<file path="src/rtl/sat_counter.sv">
// Saturating up-counter with a synchronous clear.
//   clk   : rising-edge clock
//   rst   : asynchronous active-high reset (count -> 0)
//   inc   : increment by one; holds once the count reaches all-ones
//   clr   : synchronous clear, takes priority over inc
//   count : current count
module sat_counter #(
  parameter int unsigned W = 8
) (
  input  logic         clk,
  input  logic         rst,
  input  logic         inc,
  input  logic         clr,
  output logic [W-1:0] count
);

  logic [W-1:0] count_q;
  logic [W-1:0] count_d;

  always_comb begin
    count_d = count_q;
    if (clr) begin
      count_d = '0;
    end else if (inc && (count_q != '1)) begin
      count_d = count_q + 1'b1;
    end
  end

  always_ff @(posedge clk or posedge rst) begin
    if (rst) begin
      count_q <= '0;
    end else begin
      count_q <= count_d;
    end
  end

  assign count = count_q;

endmodule

</file>
<file path="config.mk">
export PLATFORM = sky130hd
export DESIGN_NAME = sat_counter
export DESIGN_NICKNAME = d
export VERILOG_FILES = /design/src/rtl/sat_counter.sv
export SDC_FILE = /design/constraint.sdc
export NUM_CORES = 1
export LEC_CHECK = 0
export CAP_MARGIN = 25
export CORE_AREA = 2 2 39 41
export DETAILED_ROUTE_END_ITERATION = 8
export DIE_AREA = 0 0 41 43
export SYNTH_ARGS = -nofsm -noshare
export SYNTH_HDL_FRONTEND = slang
export SYNTH_SLANG_ARGS = --single-unit
</file>
<file path="constraint.sdc">
create_clock -name clk -period 1.8 [get_ports clk]
set_input_delay 0.54 -clock clk [delete_from_list [all_inputs] [get_ports clk]]
set_output_delay 0.54 -clock clk [all_outputs]
set_load 0.005 [all_outputs]
</file>
# After elaboration in Yosys (flattened, before gate mapping)
# Cells that the tools add are included.
# W data, S select, Z words.
# word_totals
out_inout_bits	8
mem_bits_rw	0
input_bits	4
wordCells	7
ff_bits	8
romBits	0
n_memories	0
latch_bits	0
# op_classes
n_lt_le_gt_ge	0
muxes	2
n_reduce_logical	2
multipliers	0
div	0
n_eq_ne	1
bitwise_logic	0
n_shift	0
add_sub_neg	1
# op_table
operator	count
$mux W8	2
$add A8 B1 Y8 const B	1
$ne A8 B8 Y1 const B	1
$reduce_bool A2 Y1	1
$logic_and A1 B1 Y1	1

# Logic depth before layout (Yosys ltp)
# Gate-level depths: netlist of run 1.
# depth
depth_word	4
mapped_depth	4
depth_no_buf	4

# Worst setup path after synthesis of run 1
# OpenSTA, ideal clock, no wires.
# synth_timing
path_type	flip-flop to flip-flop
start	register count_q[0], in the netlist count[0]
end	register count_q[5], in the netlist count[5]
path_slack_ps	242
required_ps	1675
stages_incl_launch_ff	5
arrival_ps	1433
path_buffers	0
period_less_slack_ps	1558
setup_ps	125
path_cell_list	dfrtp_1 > ha_1 > and3_1 > a211oi_2 > mux2_4
# synth_via
elab_chain_len	3
elab_cells_between_ends	6
cone_classes	add/sub: 1; eq/ne: 1; mux: 2; reduce/logical: 2
# synth_lines
element	line	rtl
start: declaration	17	logic [W-1:0] count_q;
start signal: assignment	33	count_q <= count_d;
$add A8 B1 Y8 / $ne A8 B8 Y1 (equally long branches)	25, 24	
$mux W8 / $logic_and A1 B1 Y1 (equally long branches)	24	end else if (inc && (count_q != '1)) begin
$mux W8 / $reduce_bool A2 Y1 (equally long branches)	n/a	
# Parallel ways exist; a longest one is shown, timed or not. The select of a mux whose other input is x is not followed.
# A chain may end at the register's enable or synchronous reset.

# Final worst setup path of run 1
# layout_timing
start	register count_q[4], in the netlist count[4]
end	output count[4]
# layout_lines
element	line	rtl
end: declaration	14	output logic [W-1:0] count
# No word-level cell between the ends.

==> results_dict.tcl, run 1 <==
set metrics [dict create \
    post-cts-setup-buffers 0 \
    worstPathCellList "clkdlybuf4s50_1" \
    clk_pin_slew_ns 0.06 \
    yosys_warnings 0 \
    worst_pin_slew_ns 0.335 \
    postCtsHoldBufs 0 \
    path_buf_inv 1 \
    synth.area.top_cells "dfrtp_1, mux2_4, nor2b_1" \
    die-height_um 43 \
    num_io_pins 12 \
    power.density_nw_per_um2 552 \
    ys_ff_latch 8 \
    arrival_ns 1.19 \
    drv_slew 0 \
    clk_path_buf_depth 2 \
    seq_area_frac_synth_pct 39.7 \
    htree_levels 1 \
    max_freq_mhz 579 \
    synthToLayoutAreaGrowth_pct 33.7 \
    final_cell_mix "clkdlybuf4s50_1, dfrtp_1" \
    grt_max_degree 11 \
    fin_skew_ns 0.000295 \
    wl_per_cell_um 12.2 \
    status "complete, no violations" \
    grt_pass1_vias 405 \
    clock_latency_ns 0.25 \
    synthDominantCellAreaShare_pct 39.7 \
    end_kind "output port" \
    first_pass_iters 5 \
    cp_max_fo 6 \
    synth_top_cell_by_area "dfrtp_1" \
    rsz0062_at_grt "false" \
    port_buffers 11 \
    core_um2 1380 \
    cts-root-buf "clkbuf_4" \
    worst-setup-path-type "flop to output port" \
    synth-adder-area-share_pct 2.48 \
    grt_pass1_wl_um 1720 \
    drive_gt1_share_pct 26.2 \
    syn_area_um2 504 \
    cts_buffers 3 \
    slowest_stage "clkdlybuf4s50_1" \
    synthSimpleGateAreaFrac_pct 23.8 \
    initial_core_util_pct 36.4 \
    ir_worst_vdd_v 0.000283 \
    reg2reg_from "count[0]" \
    route.vias.total 406 \
    cp-start-kind "flop" \
    syn_nets 54 \
    grt_usage_pct 14.6 \
    n_antenna_cell 0 \
    tritoncts "done" \
    post-route-util_pct 48.7 \
    clock-sinks 8 \
    ys_types 25 \
    largest_reg_flops 8 \
    synth-compound-area-share_pct 15.6 \
    post_dp_cell_area_um2 649 \
    ant_nets 0 \
    overflow 0 \
    rows 14 \
    num-nets-final 72 \
    synth.area.mux_share_pct 13.9 \
    antenna_found_initial 0 \
    max_cap_viol_count 0 \
    die_x_um 41 \
    syn_avg_cell_area_um2 10.3 \
    crit_start "count[4]" \
    p_leak_nw 0.302 \
    totalWireLength_um 991 \
    tns_ns 0 \
    syn_inst 49 \
    die-area_um2 1760 \
    finalHoldViolCount 0 \
    fin_crit_ns 1.73 \
    fin_crit_sh_pct 95.9 \
    drt_iter0_markers 7 \
    synth_xor_area_share_pct 0 \
    vias_per_cell 5.01 \
    critPathRequiredTime_ns 1.26 \
    synth_top_family_by_area "simple AND/OR/NAND/NOR gates" \
    setup_violations 0 \
    cp_slowest_stage_delay_ns 0.52 \
    slew_headroom_pct 77.6 \
    critPathTopFamily "buffers and inverters" \
    gp_congestion 0.763 \
    drc_errors 0 \
    hpwl_um 706 \
    holdCritPathClass "input pin to asynchronous set/reset pin" \
    final_common_cell "clkdlybuf4s50_1" \
    finalInstanceArea_um2 674 \
]
## cell usage after synthesis
library cell  instances
a21oi_1               2
nand2b_1              1
o21bai_1              1
o311a_1               1
and3_1                1
nand2_1               4
o211a_1               1
nand4_1               2
a21oi_2               2
nand4b_1              1
a21boi_2              1
a211oi_2              1
mux2i_1               1
clkbuf_1              1
nand3_1               2
and2b_1               1
mux2_4                4
and4_1                1
nor2b_1               4
nor3_1                1
buf_6                 1
nor2_1                4
dfrtp_1               8
ha_1                  1
inv_1                 2
## metal layers
| layer | global-route usage [%] | vias up | part of all wire, % |
|---|---|---|---|
| met2 | 20.6 | 6 | 47 |
| li1 | - | 207 | - |
| met5 | 0 | - | 0 |
| met4 | 10.0 | 0 | 1.2 |
| met3 | 3.14 | 2 | 2.8 |
| met1 | 19.0 | 191 | 49 |
## cell families after synthesis
kind of cell	Yosys count
multiplexers	5
adder cells (fa/ha/maj)	1
buffers and inverters	4
AND/OR/NAND/NOR	22
AO/OA/AOI/OAI	9
flip-flops	8
## power breakdown
part | switching, mW | leakage (nW) | internal, mW
sequential | 0.00525 | 0.107 | 0.184
clock | 0.0622 | 0.0138 | 0.0764
combinational | 0.0184 | 0.181 | 0.0256
total | 0.0858 | 0.302 | 0.286
## per-stage QoR
stage	cells	hold WS, ns	worst slack [ns]	power (mW)
4_1_cts	81	0.546	0.0237	0.380
2_1_floorplan	49	0.356	0.242	0.213
3_5_place_dp	78	0.566	-0.108	0.237
3_3_place_gp	78	0.564	-0.0876	0.237
6_report	81	0.533	0.0734	0.372
5_1_grt	81	0.587	0.00551	0.397
## final timing paths
path / endpoint / slack [ns] / cells past startpoint
worst min-delay path: count[0] / 0.53 / 2
worst max-delay path: count[4] / 0.07 / 1
worst max register to register: count[5] / 0.15 / 4
max in group asynchronous: count[2] / 1.01 / 2
worst min register to register: count[1] / 0.57 / 2
min in group clk: count[1] / 0.57 / 2
## worst reg2reg max path, stage by stage, from the launching register on
cell      delay [ns]
dfrtp_1         0.42
ha_1            0.27
and3_1          0.26
a211oi_2        0.27
mux2_4          0.32
## area by class of cell
cell class,instances,area [um2]
clock buffers,3,22.5
fillers,133,709
inverters,2,7.51
multi-input cells,37,282
flip-flops and latches,8,203
well taps,16,20.0
repair buffers,15,140
## what timing repair did
item | in CTS | in global routing
endpoints found under the hold margin | 0 | 0
endpoints found under the setup margin | 0 | 2
resized for setup | 0 | 2
No activity file was read; power rests on OpenSTA's default activity.
==> run 2: changes to the inputs <==
Settings changed: ABC_AREA set to 1, PLACE_DENSITY set to 0.66.
Clock period 1.8 ns to 1.5 ns, I/O delays scaled along.
==> run 2 against run 1 <==
  * First-iteration DRC count up 57%
  * Critical path depth grew 9
  * Synthesized cell count grew 41%
  * Sequential share of layout area fell by 2.6 points
  * Register-to-register slack lost 0.05 ns
  * Area after synthesis is 0.50% higher
  * Cell count is 33% higher
  * Hold slack worse by 0.082 ns
  * Highest routed layer unchanged
  * Non-clock buffer count grew 5
  * Design area is 8.2% higher
  * Critical path type is now flop to flop
==> results_dict.tcl, run 2 <==
set metrics [dict create \
    status "complete, no violations" \
    n_antenna_cell 0 \
    ys_ff_latch 8 \
    grt_usage_pct 14.5 \
    total_power_mw 0.463 \
    clk_path_buf_depth 2 \
    power.density_nw_per_um2 634 \
    met2_usage_pct 19.1 \
    synth_edf_count 0 \
    hpwl_um 766 \
    max_cap_viol_count 0 \
    synthDominantCellAreaShare_pct 39.5 \
    drv_slew 0 \
    worst_pin_slew_ns 0.331 \
    totalWireLength_um 1020 \
    synthFlopType "dfrtp_1" \
    fin_crit_sh_pct 93.2 \
    holdCritPathClass "input pin to asynchronous set/reset pin" \
    synthToLayoutAreaGrowth_pct 44.0 \
    clk_pin_slew_ns 0.06 \
    ys_top_cells_by_count "nand2_1, inv_1, dfrtp_1" \
    critPathRequiredTime_ns 1.64 \
    ys_types 16 \
    fin_cells 108 \
    num_io_pins 12 \
    port_buffers 11 \
    overflow 0 \
    cp_slowest_stage_delay_ns 0.35 \
    die-area_um2 1760 \
    regArea_um2 200 \
    cp-start-kind "flop" \
    yosys_warnings 0 \
    fin_crit_ns 1.40 \
    tns_ns 0 \
    ir_worst_vdd_v 0.000537 \
    first_pass_iters 4 \
    max_freq_mhz 715 \
    htree_levels 1 \
    tritoncts "done" \
    vias_per_cell 4.49 \
    grt_pass1_vias 431 \
    cts_buffers 3 \
    cp_max_fo 5 \
    fillCellCount 130 \
    rsz0062_at_grt "false" \
    yosysMostFrequentCell "nand2_1" \
    rows 14 \
    setup_violations 0 \
    clock-sinks 8 \
    seq_area_frac_synth_pct 39.5 \
    gp_congestion 0.782 \
    dp.cells 102 \
    ant_nets 0 \
    die-height_um 43 \
    synth-async-reset-ratio_pct 100 \
    worst-setup-path-type "flop to flop" \
    core_um2 1380 \
    multi_input_area_um2 273 \
    syn_nets 74 \
    finalHoldWorstSlack_ns 0.451 \
    final_common_cell "nand2_1" \
    grtUsageMet1_pct 21.3 \
    antenna_found_initial 0 \
    cts-root-buf "clkbuf_4" \
    fin_skew_ns 0.00429 \
    end_kind "flop" \
    wl_per_cell_um 9.43 \
    slew_headroom_pct 77.9 \
    largest_reg_flops 8 \
    clock_latency_ns 0.25 \
    arrival_ns 1.54 \
    busiest_layer "met1" \
    grtUsageMet3_pct 1.57 \
    worstPathCellList "buf_4 -> ha_4 -> nand2_2 -> nor2_4 -> nand2_2 -> nand2_4 -> nor2_1 -> buf_4 -> nand2_1 -> nand2_1" \
    slowest_stage "dfrtp_1" \
    die_x_um 41 \
    synth.area.top_cells "dfrtp_1, nand2_1, inv_1" \
    drive_gt1_share_pct 21.7 \
    finalHoldViolCount 0 \
    grt_pass1_wl_um 1700 \
    initial_core_util_pct 36.6 \
    final_cell_mix "nand2_1, inv_1, buf_4" \
    grt_max_degree 9 \
    synth_top_cell_by_area "dfrtp_1" \
    syn_avg_cell_area_um2 7.34 \
    drt_iter0_markers 11 \
    postCtsHoldBufs 0 \
    route.vias.total 485 \
    num-nets-final 99 \
    p_leak_nw 0.424 \
    drc_errors 0 \
    syn_area_um2 507 \
    syn_inst 69 \
]
-- run 2: cell count changes in the layout (fill, tap and decap cells not counted), sizes merged, moves of 3 or more --
| cell | before | now |
|---|---|---|
| nand2 | 4 | 29 |
| clkdlybuf4s50 | 11 | 3 |
| dlygate4sd2 | 0 | 8 |
| inv | 2 | 10 |
| buf | 4 | 9 |
| mux2 | 4 | 0 |
| nor2b | 4 | 0 |
| nand3 | 2 | 5 |
| nor2 | 4 | 7 |
| xor2 | 0 | 3 |
-- run 2: worst paths after layout --
check,from,endpoint,slack [ns],depth (start not counted)
setup / recovery,count[0],count[5],0.10,10
hold / removal,rst,count[7],0.45,2
setup reg to reg,count[0],count[5],0.10,10
hold reg to reg,count[4],count[4],0.59,3
max in group asynchronous,rst,count[3],0.80,2
min in group clk,count[4],count[4],0.59,3
-- run 2: logic make-up (layout without fill, tap and decap cells) --
logic type / Yosys count / in the layout / synth area share, %
AO/OA/AOI/OAI: 3 / 3 / 2.96
XOR/XNOR: 4 / 4 / 6.91
adder cells (fa/ha/maj): 1 / 1 / 2.47
buffers and inverters: 11 / 34 / 9.14
flip-flops: 8 / 8 / 39.5
AND/OR/NAND/NOR: 42 / 42 / 39.0
-- run 2: final cells by class --
class / count / share of cell area (%)
multi-input cells: 50 / 37.4
clock buffers: 3 / 3.09
repair buffers: 20 / 23.0
inverters: 11 / 6.35
well taps: 16 / 2.74
flip-flops and latches: 8 / 27.4
-- run 2: power by group --
part / total (mW) / internal (mW) / switching (mW)
sequential: 0.226 / 0.223 / 0.00320
clock: 0.164 / 0.0915 / 0.0721
combinational: 0.0732 / 0.0357 / 0.0374
total: 0.463 / 0.350 / 0.113
-- run 2: critical path, delay by kind of cell, from the launching register on --
| kind | cells | cell delay, ns |
|---|---|---|
| and+or+nand+nor | 7 | 0.51 |
| DFF | 1 | 0.35 |
| buffers and inverters | 2 | 0.29 |
| adders and majority gates | 1 | 0.14 |
-- run 2: what timing repair did --
| action | CTS | global route |
|---|---|---|
| setup buffers | 3 | 0 |
| setup endpoints to repair | 8 | 5 |
| resized for setup | 8 | 2 |
| pin swaps | 0 | 1 |
-- run 2: metal layers --
layer  share of wire, %  vias to the layer above
met5                  0                        -
met4                1.2                        0
met3                4.5                        2
met2                 42                       11
met1                 52                      214
li1                   -                      258
-- run 2: per-stage QoR --
step | worst slack [ns] | utilization, % | area (um2)
6_report | 0.102 | 52.7 | 729
5_1_grt | 0.0144 | 52.7 | 729
4_1_cts | 0.0453 | 51.8 | 717
3_5_place_dp | -0.00888 | 49.3 | 682
3_3_place_gp | 0.0247 | 49.3 | 682
2_1_floorplan | 0.218 | - | 507
==> patch: new RTL, settings of run 2 <==
Change the parameter `W` from 8 to 10.
--- a/src/rtl/sat_counter.sv
+++ b/src/rtl/sat_counter.sv
@@ -7,3 +7,3 @@
 module sat_counter #(
-  parameter int unsigned W = 8
+  parameter int unsigned W = 10
 ) (
Interface: changed (resized count); port bits go from 12 to 14. The function was not compared with the original's and may differ.
==> patch against run 2 <==
  * Non-clock buffer count grew 17
  * Worst setup slack lost 0.012 ns
  * Synthesized area grew 29%
  * Largest cell class unchanged
  * Critical endpoint is now count[0]
  * Wire length grew 95%
  * Count of clock-buffer cells in the layout grew 1
  * Highest routed layer unchanged
  * Sequential cell count grew 2
  * Total power grew 37%
  * Final area grew 40%
==> patch: results (changes against run 2) <==
| Metric | Value |
|---|---|
| Crit path to | `count[0]` |
| Initial DRC count | `35 (+24)` |
| Max VDD drop | `0.5280 mV (-1.7%)` |
| Reg2reg end | `count[4]` |
| DR vias | `787 (+62%)` |
| Detailed Route WL | `1986 um (+95%)` |
| Area Overhead vs Synth | `56.02%` |
| Total GRT Usage | `27.13% (+13 points)` |
| Sequential-to-total area share from yosys stat | `38.24% (-1.3 points)` |
| Vias in the first global route | `709 (+65%)` |
| Worst skew pair latency | `0.27 ns (+0.02 ns)` |
| Port-buffer cells | `13 (+2)` |
| Outcome | `completed` |
| Synth Instances | `100 (+45%)` |
| First-pass GRT wire length | `3180 um (+87%)` |
| Gp weighted congestion | `0.8146 (+4.2%)` |
| CP max stage delay | `0.41 ns (+0.06 ns)` |
| Synth top area cells | `dfrtp_1 (38%), nand2_1 (22%), nand3_1 (13%), nor2_1 (6.9%), inv_1 (5.7%)` |
| Final nets | `145 (+46%)` |
| DPL Wire Length | `1231 um (+61%)` |
| Layout cell share with drive strength beyond 1 | `26.62% (+4.9 points)` |
| Max FFs per register | `10 (+2)` |
| CP max FO | `3 (-2)` |
| Largest net degree at the start of global routing | `11 (+2)` |
| Max Clock Skew | `0.006658 ns (+0.002369 ns)` |
| Relative slew slack | `70.82% (-7.1 points)` |
| Crit-path leading delay family | `flip-flops` |
-- patch: cell count changes after synthesis, moves of 3 or more --
cell     change
nor2_1       +7
xor2_1       -3
nand3_1     +12
nand2_1     +13
-- patch: through the flow --
step | setup WS (ns) | TNS (ns) | cell area, sq um | hold WS [ns] | total power [uW]
after floorplan | 0.1586 | 0 | 654.4 | 0.2902 | 323.7
after global placement | -0.01541 | -0.02761 | 890.9 | 0.5557 | 369.1
after detailed placement | -0.05251 | -0.1239 | 890.9 | 0.5471 | 370.5
after CTS | 0.003829 | 0 | 996.0 | 0.4840 | 627.0
after global routing | 0.01326 | 0 | 1021 | 0.5136 | 667.5
final | 0.08981 | 0 | 1021 | 0.4739 | 636.0
-- patch: timing repair --
action / in CTS / in global routing
endpoints found under the setup margin: 11 / 10
gates resized for setup: 14 / 5
pin swaps: 3 / 3
buffers inserted: 9 / 2
-- patch: power groups by stage --
stage          logic (uW)  registers, uW  clock network (uW)
4_1_cts              91.4            282                 254
6_report             99.3            283                 254
3_5_place_dp         80.8            290                   0
3_3_place_gp         79.5            290                   0
5_1_grt               108            284                 275
2_1_floorplan        34.0            290                   0
-- patch: cell type report --
cell class                      count  area (sq um)
Tap cell                           16         20.02
Multi-Input combinational cell     77         366.6
Sequential cell                    10         251.5
Fill cell                         111         362.8
Timing Repair Buffer               37         305.3
Inverter                           11         41.29
Clock buffer                        4         36.28
-- patch: metal layers --
| metal | track usage, % | routed length, um | vias to the layer above |
|---|---|---|---|
| li1 | - | - | 390 |
| met1 | 40.26 | 892 | 363 |
| met2 | 35.94 | 956 | 28 |
| met3 | 3.665 | 81 | 6 |
| met4 | 16.00 | 56 | 0 |
| met5 | 0 | 0 | - |
-- patch: worst min path at each step --
stage | start | endpoint | slack (ns) | cells after the start
3_5_place_dp | count[1] | count[1] | 0.55 | 2
3_3_place_gp | count[1] | count[1] | 0.56 | 2
4_1_cts | rst | count[1] | 0.48 | 2
5_1_grt | rst | count[3] | 0.51 | 2
6_report | rst | count[3] | 0.47 | 2
2_1_floorplan | rst | count[0] | 0.29 | 1
-- patch: logic make-up after synthesis --
group                      share of synthesized area [%]
buffers and inverters                              9.178
xor gates and xnor gates                           1.339
and+or+nand+nor                                    47.80
DFF                                                38.24
AOI/OAI and AO/OA                                  1.528
adders and majority gates                          1.912
-- patch: worst reg2reg max path: stages (launching register included) --
cell and delay [ns]:
dfrtp_1 0.39, ha_2 0.20, nand2_2 0.08, nor2_4 0.12
nand3b_1 0.12, nand2_4 0.14, nand2_4 0.09, nand2_1 0.08
nand2_1 0.06
